## src/rtl/snn_tdm_layer.sv

```systemverilog
// Time-multiplexed leaky integrate-and-fire layer: one shared update datapath
// sweeps every neuron's membrane once per accepted input spike vector.
module snn_tdm_layer #(
    parameter int INPUTS    = 16,
    parameter int NEURONS   = 16,
    parameter int MEM_BITS  = 8,
    parameter int STEP_BITS = 16
) (
    input  logic                 clk,
    input  logic                 rst_n,
    input  logic                 in_valid,
    output logic                 in_ready,
    input  logic [INPUTS-1:0]    in_spikes,
    output logic                 out_valid,
    input  logic                 out_ready,
    output logic [NEURONS-1:0]   out_spikes,
    input  logic                 cfg_valid,
    output logic                 cfg_ready,
    input  logic [1:0]           cfg_sel,
    input  logic [7:0]           cfg_data,
    output logic                 busy,
    output logic [STEP_BITS-1:0] step_count
);
    localparam int WEIGHTS   = INPUTS * NEURONS;
    localparam int IDX_BITS  = (NEURONS > 1) ? $clog2(NEURONS) : 1;
    localparam int CNT_BITS  = $clog2(INPUTS + 1);
    localparam int WIDE_BITS = MEM_BITS + CNT_BITS + 2;
    localparam int THR_BITS  = MEM_BITS - 1;
    localparam logic [IDX_BITS-1:0] LAST_IDX = IDX_BITS'(NEURONS - 1);
    localparam logic signed [WIDE_BITS-1:0] MEM_MAX = WIDE_BITS'((1 << (MEM_BITS - 1)) - 1);
    localparam logic signed [WIDE_BITS-1:0] MEM_MIN = ~MEM_MAX;

    typedef enum logic [1:0] {IDLE, COMPUTE, OUTPUT} state_t;

    state_t                 state_reg;
    logic [IDX_BITS-1:0]    idx_reg;
    logic [INPUTS-1:0]      in_reg;
    logic [NEURONS-1:0]     spike_acc_reg;
    logic [NEURONS-1:0]     out_spikes_reg;
    logic                   out_valid_reg;
    logic [STEP_BITS-1:0]   step_reg;
    logic [WEIGHTS-1:0]     weights_reg;
    logic [THR_BITS-1:0]    thr_reg;
    logic [2:0]             shift_reg;
    logic                   mode_reg;

    logic [INPUTS-1:0]          weight_row [NEURONS];
    logic signed [MEM_BITS-1:0] mem_q [NEURONS];

    logic                       mem_clear;
    logic signed [MEM_BITS-1:0] u_cur;
    logic signed [MEM_BITS-1:0] leak;
    logic signed [MEM_BITS-1:0] u_next;
    logic [CNT_BITS-1:0]        pos_cnt;
    logic [CNT_BITS-1:0]        tot_cnt;
    logic signed [WIDE_BITS-1:0] sum_w;
    logic signed [WIDE_BITS-1:0] v_wide;
    logic signed [WIDE_BITS-1:0] v_sat;
    logic signed [WIDE_BITS-1:0] thr_w;
    logic signed [WIDE_BITS-1:0] res_w;
    logic                       fire;
    logic [NEURONS-1:0]         spike_next;

    assign in_ready   = (state_reg == IDLE);
    assign cfg_ready  = (state_reg == IDLE);
    assign busy       = (state_reg != IDLE);
    assign out_valid  = out_valid_reg;
    assign out_spikes = out_spikes_reg;
    assign step_count = step_reg;

    // A clear command wipes membranes in the same cycle the byte is taken.
    assign mem_clear = (state_reg == IDLE) && cfg_valid && (cfg_sel == 2'd3) && cfg_data[7];

    for (genvar gi = 0; gi < NEURONS; gi++) begin : g_neuron
        logic signed [MEM_BITS-1:0] u_reg;

        assign weight_row[gi] = weights_reg[gi*INPUTS +: INPUTS];
        assign mem_q[gi]      = u_reg;

        always_ff @(posedge clk or negedge rst_n) begin
            if (!rst_n) begin
                u_reg <= '0;
            end else if (mem_clear) begin
                u_reg <= '0;
            end else if (state_reg == COMPUTE && idx_reg == IDX_BITS'(gi)) begin
                u_reg <= u_next;
            end
        end
    end

    function automatic logic [CNT_BITS-1:0] popcount(input logic [INPUTS-1:0] bits);
        logic [CNT_BITS-1:0] cnt;
        cnt = '0;
        for (int i = 0; i < INPUTS; i++) begin
            cnt = cnt + CNT_BITS'(bits[i]);
        end
        return cnt;
    endfunction

    assign u_cur = mem_q[idx_reg];

    always_comb begin
        pos_cnt = popcount(in_reg & weight_row[idx_reg]);
        tot_cnt = popcount(in_reg);
        // Matching synapses add +1, mismatching ones -1: 2*pos - total.
        sum_w = $signed({{(WIDE_BITS-CNT_BITS-1){1'b0}}, pos_cnt, 1'b0})
              - $signed({{(WIDE_BITS-CNT_BITS){1'b0}}, tot_cnt});
        if (shift_reg == 3'd0) begin
            leak = '0;
        end else begin
            leak = u_cur >>> shift_reg;
        end
        v_wide = $signed({{(WIDE_BITS-MEM_BITS){u_cur[MEM_BITS-1]}}, u_cur})
               - $signed({{(WIDE_BITS-MEM_BITS){leak[MEM_BITS-1]}}, leak})
               + sum_w;
        if (v_wide > MEM_MAX) begin
            v_sat = MEM_MAX;
        end else if (v_wide < MEM_MIN) begin
            v_sat = MEM_MIN;
        end else begin
            v_sat = v_wide;
        end
        thr_w = $signed({{(WIDE_BITS-THR_BITS){1'b0}}, thr_reg});
        fire  = (v_sat >= thr_w);
        if (!fire) begin
            res_w = v_sat;
        end else if (mode_reg) begin
            res_w = '0;
        end else begin
            res_w = v_sat - thr_w;
        end
        u_next = res_w[MEM_BITS-1:0];
        spike_next = spike_acc_reg;
        spike_next[idx_reg] = fire;
    end

    always_ff @(posedge clk or negedge rst_n) begin
        if (!rst_n) begin
            state_reg      <= IDLE;
            idx_reg        <= '0;
            in_reg         <= '0;
            spike_acc_reg  <= '0;
            out_spikes_reg <= '0;
            out_valid_reg  <= 1'b0;
            step_reg       <= '0;
            weights_reg    <= '1;
            thr_reg        <= THR_BITS'(4);
            shift_reg      <= 3'd4;
            mode_reg       <= 1'b0;
        end else begin
            case (state_reg)
                IDLE: begin
                    if (cfg_valid) begin
                        case (cfg_sel)
                            2'd0: weights_reg <= {cfg_data, weights_reg[WEIGHTS-1:8]};
                            2'd1: thr_reg     <= cfg_data[THR_BITS-1:0];
                            2'd2: shift_reg   <= cfg_data[2:0];
                            default: begin
                                mode_reg <= cfg_data[0];
                                if (cfg_data[7]) begin
                                    step_reg <= '0;
                                end
                            end
                        endcase
                    end
                    if (in_valid) begin
                        in_reg        <= in_spikes;
                        idx_reg       <= '0;
                        spike_acc_reg <= '0;
                        state_reg     <= COMPUTE;
                    end
                end
                COMPUTE: begin
                    spike_acc_reg <= spike_next;
                    if (idx_reg == LAST_IDX) begin
                        out_spikes_reg <= spike_next;
                        out_valid_reg  <= 1'b1;
                        state_reg      <= OUTPUT;
                    end else begin
                        idx_reg <= idx_reg + IDX_BITS'(1);
                    end
                end
                OUTPUT: begin
                    if (out_ready) begin
                        out_valid_reg <= 1'b0;
                        step_reg      <= step_reg + STEP_BITS'(1);
                        state_reg     <= IDLE;
                    end
                end
                default: state_reg <= IDLE;
            endcase
        end
    end
endmodule
```

## config.mk

```make
export PLATFORM = sky130hd
export DESIGN_NAME = snn_tdm_layer
export DESIGN_NICKNAME = d
export VERILOG_FILES = /design/src/rtl/snn_tdm_layer.sv
export SDC_FILE = /design/constraint.sdc
export NUM_CORES = 1
export LEC_CHECK = 0
export ABC_AREA = 1
export BUFFER_PORTS_ARGS = -buffer_cell sky130_fd_sc_hd__buf_4
export CORE_MARGIN = 5
export CORE_UTILIZATION = 51
export CTS_BUF_LIST = sky130_fd_sc_hd__clkbuf_4 sky130_fd_sc_hd__clkbuf_8 sky130_fd_sc_hd__clkbuf_16
export DETAILED_ROUTE_END_ITERATION = 7
export MAX_ROUTING_LAYER = met4
export PLACE_DENSITY = 0.65
export SYNTH_ARGS = -nofsm -noshare
export SYNTH_HDL_FRONTEND = slang
export SYNTH_SLANG_ARGS = --single-unit
export TNS_END_PERCENT = 30
```

## constraint.sdc

```tcl
create_clock -name clk -period 27.3 [get_ports clk]
set_input_delay 4.095 -clock clk [delete_from_list [all_inputs] [get_ports clk]]
set_output_delay 4.095 -clock clk [all_outputs]
set_load 0.05 [all_outputs]
```

### Word-level counts from Yosys, hierarchy flattened

Cells that the tools add are included.

| cells by class | value |
|---|---|
| magnitude comparators | 6 |
| bitwise operators | 3 |
| reductions and logical operators | 56 |
| add/sub/neg operators | 36 |
| equal/unequal tests | 27 |
| shifts and indexed selects | 1 |
| mux-type cells | 63 |

Operators by type and width:

| cell | count |
|---|---|
| 8-bit two-way mux | 37 |
| 16-bit two-way mux | 7 |
| 5-bit by 1-bit adder with 5-bit output | 22 |
| 16-bit binary-select mux with 4-bit select | 1 |
| 16-bit one-hot mux with 2 select lines | 2 |
| 2-bit nonzero test | 20 |
| 8-bit binary-select mux with 4-bit select | 1 |
| 4-bit == test, second input constant | 8 |
| 15-bit two-way mux | 2 |
| 3-bit AND reduction | 7 |
| 1-bit logical AND | 20 |
| 16-bit by 1-bit adder with 16-bit output, second input constant | 1 |
| 16-bit bitwise AND | 1 |
| 16-bit bitwise mux | 1 |
| 4-bit by 3-bit == test with 1-bit output, second input constant | 4 |
| 15-bit by 8-bit greater-or-equal comparator with 1-bit output | 1 |
| 4-bit by 1-bit adder with 5-bit output | 2 |
| 9-bit by 7-bit adder with 10-bit output | 1 |
| 10-bit by 8-bit greater-than comparator with 1-bit output, second input constant | 1 |
| 10-bit by 8-bit less-than comparator with 1-bit output, second input constant | 1 |
| 2-bit inequality test, second input constant | 5 |
| 8-bit by 8-bit subtractor with 9-bit output | 1 |
| 3-bit by 1-bit adder with 4-bit output | 2 |
| 4-bit by 2-bit == test with 1-bit output, second input constant | 2 |
| 28 further kinds | 42 |

| storage, ports and cells | value |
|---|---|
| output and inout bits | 36 |
| logic and storage cells | 219 |
| flip-flop bits (word level) | 466 |
| input port bits | 31 |

### Longest topological paths before layout

Gate-level depths: netlist of run 1.

| logic depth | value |
|---|---|
| depth after elaboration | 30 |
| mapped depth | 69 |
| mapped depth without buffers | 63 |

### Worst setup path after synthesis of run 1

OpenSTA, ideal clock, no wires.

| path | value |
|---|---|
| kind | register to register |
| from | reg idx_reg[0] |
| to | reg g_neuron[12].u_reg[2] |
| library setup time | 0.118 ns |
| data arrival time | 12.291 ns |
| data required time | 27.182 ns |
| cell stages (with the launch flop) | 64 |
| setup slack | 14.891 ns |
| buffers on the path | 5 |
| clock period less this slack | 12.409 ns |
| cell sequence | dfrtp_1 > inv_1 > buf_2 > buf_2 > clkbuf_1 > a21oi_1 > o21ai_0 > a21oi_1 > o41ai_1 > fa_1 > fa_1 > fa_1 > inv_1 > fa_1 > ha_1 > a21o_1 > nand2_1 > nand3_1 > [28 not listed] > inv_1 > nand2_1 > inv_1 > a21oi_1 > inv_1 > ha_1 > a21oi_1 > o21ai_0 > a31oi_1 > inv_1 > nor2_8 > nand2_8 > nand2_4 > buf_12 > nand2_4 > buf_8 > nand4_1 > nand2_1 |

| between the ends | value |
|---|---|
| word-level cells in the longest chain between the ends | 30 |
| elaborated cells on any way between the ends | 41 |
| those cells by class | 19 x add/sub; 3 x order compare; 1 x eq/ne; 1 x shift; 13 x mux; 2 x bitwise; 2 x reduce/logical |

Ends and longest elaborated chain:

| what | RTL line | text |
|---|---|---|
| start: declaration | 36 | `logic [IDX_BITS-1:0] idx_reg;` |
| start signal: assignment | 180 | `idx_reg <= idx_reg + IDX_BITS'(1);` |
| 4-bit NOT with 5-bit output (implied by the code) | 100, 103 |  |
| 16-bit binary-select mux with 4-bit select | 103 | `pos_cnt = popcount(in_reg & weight_row[idx_reg]);` |
| 16-bit two-way mux (implied by the code) (2 in series) | 103 |  |
| 16-bit bitwise AND | 103 |  |
| 1-bit by 1-bit adder with 2-bit output | 95 | `cnt = cnt + CNT_BITS'(bits[i]);` |
| 2-bit by 1-bit adder with 3-bit output | 95 |  |
| 3-bit by 1-bit adder with 4-bit output | 95 |  |
| 4-bit by 1-bit adder with 5-bit output | 95 |  |
| [13 not listed] | - |  |
| 10-bit by 8-bit less-than comparator with 1-bit output | 118 | `end else if (v_wide < MEM_MIN) begin` |
| 15-bit two-way mux | 118 |  |
| 15-bit two-way mux | 116 | `if (v_wide > MEM_MAX) begin` |
| 8-bit subtractor | 130 | `res_w = v_sat - thr_w;` |
| 8-bit two-way mux | 127 | `end else if (mode_reg) begin` |
| 8-bit two-way mux | 125 | `if (!fire) begin` |
| 8-bit two-way mux | 85 | `end else if (state_reg == COMPUTE && idx_reg == IDX_BITS'(gi)) begin` |
| 8-bit two-way mux | 83 | `end else if (mem_clear) begin` |
| end signal: assignment | 86 | `u_reg <= u_next;` |
| end: declaration | 75 | `logic signed [MEM_BITS-1:0] u_reg;` |

Parallel ways exist; a longest one is shown, timed or not. The select of a mux whose other input is x is not followed.
A chain may end at the register's enable or synchronous reset.

### Worst setup path after layout of run 1

| path | value |
|---|---|
| from | reg idx_reg[0] |
| to | reg g_neuron[12].u_reg[1] |

The elaborated chain is that of the path after synthesis.

==> results of run 1 <==
==> path summary, 6_finish.rpt <==
check                                                   from                                 to  cells past startpoint
min in group asynchronous                              rst_n   g_neuron[6].u_reg[2]$_DFFE_PN0P_                      1
worst min register to register  weights_reg[246]$_DFFE_PN1P_       weights_reg[246]$_DFFE_PN1P_                      2
worst max register to register        idx_reg[0]$_DFFE_PN0P_  g_neuron[12].u_reg[1]$_DFFE_PN0P_                     62
worst max-delay path                  idx_reg[0]$_DFFE_PN0P_  g_neuron[12].u_reg[1]$_DFFE_PN0P_                     62
worst min-delay path            weights_reg[246]$_DFFE_PN1P_       weights_reg[246]$_DFFE_PN1P_                      2
max in group asynchronous                              rst_n             idx_reg[0]$_DFFE_PN0P_                      3
==> kinds of logic after synthesis <==
kind of cell	Yosys count	synth area share [%]
and+or+nand+nor	1216	21.11
buffers and inverters	543	8.820
adders and majority gates	73	4.724
DFF	465	48.03
muxes	11	0.4975
xor gates and xnor gates	20	0.7036
AOI/OAI and AO/OA	775	16.11
==> through the flow <==
step | instances | hold slack (ns) | setup WS [ns] | cell area [um^2] | util, %
after floorplan | 3103 | 0.4426 | 14.89 | 24900 | -
after global placement | 3639 | 0.4553 | 12.60 | 25570 | 52.56
after detailed placement | 3639 | 0.4592 | 12.31 | 25570 | 52.56
after CTS | 3737 | 0.4750 | 12.25 | 27490 | 56.50
after global routing | 3737 | 0.4846 | 11.17 | 27490 | 56.50
final | 3737 | 0.4759 | 12.23 | 27490 | 56.50
==> synth_stat cells, types with 3 or more instances <==
cell	instances
fa_1	35
o31ai_1	5
o41ai_1	11
buf_6	4
xnor2_1	12
mux2_2	11
nand2_8	6
nor2_1	201
inv_1	361
o22ai_1	13
nor2_2	5
nor4_1	4
o21ai_1	5
buf_2	32
or2_2	3
a21oi_1	280
buf_1	5
nand4_1	123
inv_2	5
o41a_1	5
dfstp_2	258
nand2_4	7
clkbuf_1	118
nand2_2	17
nand3_2	3
a31oi_1	4
a21oi_2	3
nand2_1	762
ha_1	38
clkbuf_4	7
dfrtp_1	207
xor2_1	8
buf_4	6
nand3_1	63
o21ai_0	443
nor3_1	14
==> worst reg2reg max path: cells and delay by family, from the launching register on <==
kind	cells	cell delay, ns
compound gates	11	2.12
buf+inv	15	3.00
simple gates	20	2.84
flops	1	0.63
fa+ha+maj	15	6.21
xor+xnor	1	0.16
==> layer usage <==
layer	up-vias	track usage, %	routed length [um]
met1	9938	34.19	29010
met3	113	3.062	3748
li1	10040	-	-
met4	0	7.485	1844
met5	-	-	0
met2	616	42.04	32620
==> area by class of cell <==
| type | instances | area [um^2] |
|---|---|---|
| fill | 4510 | 21160 |
| sequential | 465 | 11970 |
| multi-input combinational | 2095 | 10760 |
| clock buffer | 76 | 1585 |
| inverter | 368 | 1385 |
| tap | 622 | 778.2 |
| timing repair buffer | 89 | 675.6 |
| clock inverter | 22 | 331.6 |
==> qor.yml, run 1 <==
status: "complete, no violations"
wl_per_cell_um: 17.99
async_flop_share_pct: 100.0
io_pins: 67
layout_worst_path_cycle_share_pct: 55.21
synth-edff-count: 0
worst_setup_path_end_kind: "flip-flop"
grt_pass1_wl_um: 108400
cts-root-buf: "clkbuf_16"
dr_total_vias: 20710
max_freq_mhz: 66.35
hold_viol: 0
cts.clk_slew.worst_paths_ns: 0.06
synth_top_area_share_pct: 27.23
ant_nets: 0
syn_nets: 3207
regToRegSetupSlack_ns: 12.23
cp_max_fo: 73
netlist_instances: 3103
synthDistinctLibCells: 49
setup_tns_ns: 0
dp_hpwl_um: 44430
avgViaCountPerCell: 5.542
grt_antenna_before_repair: 0
maxSlewViolCount: 0
clockBufferDepth: 3
n_antenna_cell: 0
die-area_um2: 53340
largest_register_ffs: 256
ys_seq_area_share_pct: 48.03
die_h_um: 230.9
cp.arrival_ns: 15.56
std_cell_rows: 81
htreeDepth: 2
post_cts_resized: 0
synth.area.top_cells: "dfstp_2 27%, dfrtp_1 21%, nand2_1 11%, o21ai_0 8.9%, a21oi_1 5.6%"
cts_tree: "yes"
drtPass1Iterations: 5
timing.slew.headroom_pct: 16.28
setup_violations: 0
wl_um: 67230
drive_above_1_share_pct: 16.47
final_common_cell: "nand2_1"
yosysWarnings: 0
synth_top_area_cell: "dfstp_2"
crit_path_top_delay_cell: "buf_4"
grt_setup_unrepaired: "no"
fin_nets: 3175
cts_setup_buffers: 0
grt_pass1_vias: 19980
drc: 0
worst_pin_slew_ns: 1.251
drt-initial-drc-count: 2020
finalCriticalPeriod_ns: 15.07
finClkSkew_ns: 0.02552
postCtsHoldBufs: 0
crit_type: "reg -> reg"
cts_buffers: 52
core_um2: 48650
start_kind: "flip-flop"
cts_sinks: 465
area_growth_pct: 10.40
syn_area_per_cell_um2: 8.023
initial_core_util_pct: 51.18
grt-ovfl-total: 0
drv_cap: 0
ys_seq_elements: 465
slowest_delay_ns: 0.71
synth_ff_type: "dfstp_2"
io_buffers: 66
grt_max_degree: 132
gp_congestion: 0.9489
grt_usage_pct: 25.72
chipWidth_um: 230.9
most-common-layout-cells: "762 x nand2_1, 443 x o21ai_0, 360 x inv_1"
hold_class: "reg -> reg"
cp_top_family: "adder cells"
critical_path_buf_inv_count: 15
cp_common_cell: "nand2_1"
required_ns: 27.79
clk-insertion-delay-late_ns: 0.62
syn-cell-area_um2: 24900
Power of run 1 is left out: the tool's default activity adds up to more than one toggle a clock period on the data nets, which glitch-free logic cannot reach.
==> run 2: changes to the inputs <==
Settings changed: ABC_AREA 1 to 0, PLACE_DENSITY 0.65 to 0.68.
Clock period 27.3 ns to 13.2 ns, I/O delays scaled along.
==> run 2 against run 1 <==
- sequential share of layout area rose by 0.55 points
- fmax grew 17%
- critical path type unchanged
- final cell count shrank 31%
- hold slack got worse by 0.015 ns
- clock skew fell by 0.00078 ns
- clock-buffer cell count shrank 5
- via count fell by 27%
- synthesized area shrank 4.9%
- flip-flop and latch count is the same
==> qor.yml, run 2 <==
finClkSkew_ns: 0.02475
grt-ovfl-total: 0
clockBufferDepth: 3
syn-cell-area_um2: 23670
core_um2: 46260
wl_per_cell_um: 20.11
synth_ff_type: "dfstp_2"
hold_slack_ns: 0.4612
crit_path_top_delay_cell: "mux4_2"
max_freq_mhz: 77.84
cp_max_fo: 10
worst_pin_slew_ns: 1.218
wl_um: 52020
register_area_um2: 11970
synth-edff-count: 0
syn_area_per_cell_um2: 12.69
cp.arrival_ns: 13.29
die-area_um2: 50810
io_pins: 67
fin_nets: 2040
chipWidth_um: 225.4
ant_nets: 0
drive_above_1_share_pct: 47.80
cp_common_cell: "fa_1"
netlist_instances: 1865
placedCellCount: 2465
postCtsHoldBufs: 0
grt_max_degree: 133
cts_sinks: 465
grt_pass1_wl_um: 84200
worst_setup_path_end_kind: "flip-flop"
slowest_delay_ns: 0.53
grt_usage_pct: 21.03
crit_type: "reg -> reg"
synth_top_area_share_pct: 28.64
die_h_um: 225.4
synthDistinctLibCells: 58
hold_class: "reg -> reg"
clk-insertion-delay-late_ns: 0.60
most-common-layout-cells: "268 x mux2_2, 258 x dfstp_2, 203 x dfrtp_1"
gp_congestion: 0.9199
layout_setup_ws_ns: 0.3538
final.fill_count: 3547
required_ns: 13.64
grt_pass1_vias: 15450
ys_seq_elements: 465
initial_core_util_pct: 51.16
std_cell_rows: 79
final_common_cell: "mux2_2"
cts-root-buf: "clkbuf_16"
drc: 0
multi_input_area_um2: 11020
maxSlewViolCount: 0
drt-initial-drc-count: 1134
layout_worst_path_cycle_share_pct: 97.32
place_ws_ns: -0.1829
syn_nets: 1969
async_flop_share_pct: 100.0
largest_register_ffs: 256
area_growth_pct: 14.72
grt_antenna_before_repair: 1
synth.area.top_cells: "dfstp_2 29%, dfrtp_1 22%, mux2_2 13%, mux4_2 11%, o21ai_0 4.1%"
io_buffers: 66
htreeDepth: 2
synth_common_cells: "270 x mux2_2, 258 x dfstp_2, 207 x dfrtp_1"
hold_viol: 0
cts_tree: "yes"
finalCriticalPeriod_ns: 12.85
drv_cap: 0
timing.slew.headroom_pct: 18.81
synth_most_common_cell: "mux2_2"
cts_buffers: 49
cts.clk_slew.worst_paths_ns: 0.06
dr_total_vias: 15090
drtPass1Iterations: 5
ys_seq_area_share_pct: 50.53
dp_hpwl_um: 33640
synth_top_area_cell: "dfstp_2"
post_layout_nonfiller_instances: 2586
avgViaCountPerCell: 5.836
start_kind: "flip-flop"
yosysWarnings: 0
status: "complete, no violations"
setup_violations: 0
==> run 2: cell types whose count changed after synthesis, moves of 28 or more <==
cell / delta
nand2_1: -627
clkbuf_1: -28
a21oi_1: -169
inv_1: -265
mux4_2: +118
mux2_2: +259
nor2_1: -156
nand4_1: -116
o21ai_0: -250
==> run 2: final timing paths <==
path                            slack [ns]  cells after the start                         start                          endpoint
min in group asynchronous             1.49                      1                         rst_n  g_neuron[9].u_reg[4]$_DFFE_PN0P_
worst min register to register        0.46                      2  spike_acc_reg[3]$_DFFE_PN0P_         out_spikes[3]$_DFFE_PN0P_
worst min-delay path                  0.46                      2  spike_acc_reg[3]$_DFFE_PN0P_         out_spikes[3]$_DFFE_PN0P_
worst max-delay path                  0.35                     54        idx_reg[0]$_DFFE_PN0P_  g_neuron[5].u_reg[5]$_DFFE_PN0P_
worst max register to register        0.35                     54        idx_reg[0]$_DFFE_PN0P_  g_neuron[5].u_reg[5]$_DFFE_PN0P_
max in group asynchronous             9.55                      3                         rst_n             in_reg[0]$_DFFE_PN0P_
==> run 2: layer usage <==
layer	GRT usage (%)	share of wire, %	up-vias	wire length, um
li1	-	-	6863	-
met1	30.04	45	7768	23610
met2	31.69	47	367	24340
met3	3.309	5.3	94	2745
met4	6.052	2.5	0	1321
met5	-	0	-	0
==> run 2: what timing repair did <==
action,CTS,global route
pin swaps,0,22
resized for setup,1,52
setup endpoints to repair,11,147
setup buffers,1,21
cloned,0,5
==> run 2: final cells by class <==
type / instances / area share, %
clock inverter: 21 / 0.7604
tap: 607 / 2.797
multi-input combinational: 1185 / 40.60
inverter: 96 / 1.327
timing repair buffer: 139 / 4.760
clock buffer: 71 / 5.654
antenna: 2 / 0.01843
sequential: 465 / 44.08
==> run 2: cell families (layout without fill, tap and decap cells) <==
group / count (synthesis) / after routing / share of synthesized area (%)
AND/OR/NAND/NOR: 317 / 317 / 6.101
multiplexers: 402 / 403 / 24.93
AO/OA/AOI/OAI: 361 / 361 / 8.538
adder cells (fa/ha/maj): 74 / 74 / 5.012
other: 0 / 2 / 0
flip-flops: 465 / 465 / 50.53
XOR/XNOR: 30 / 30 / 1.110
buffers and inverters: 216 / 327 / 3.775
==> run 2: critical path: cells and delay by family (launching register included) <==
kind | cells | cell delay (ns)
flops | 1 | 0.49
fa+ha+maj | 15 | 5.80
compound gates | 13 | 2.16
xor+xnor | 2 | 0.38
mux | 4 | 1.67
buf+inv | 15 | 1.70
simple gates | 5 | 0.47
==> run 2: per-stage QoR <==
stage	util (%)	instance area [um^2]	setup TNS [ns]
finish	58.69	27150	0
global route	58.69	27150	-3.104
CTS	57.64	26660	0
global placement	53.81	24890	0
floorplan	-	23720	0
detailed placement	53.81	24890	-1.804
Power of run 2 is left out for the same reason.
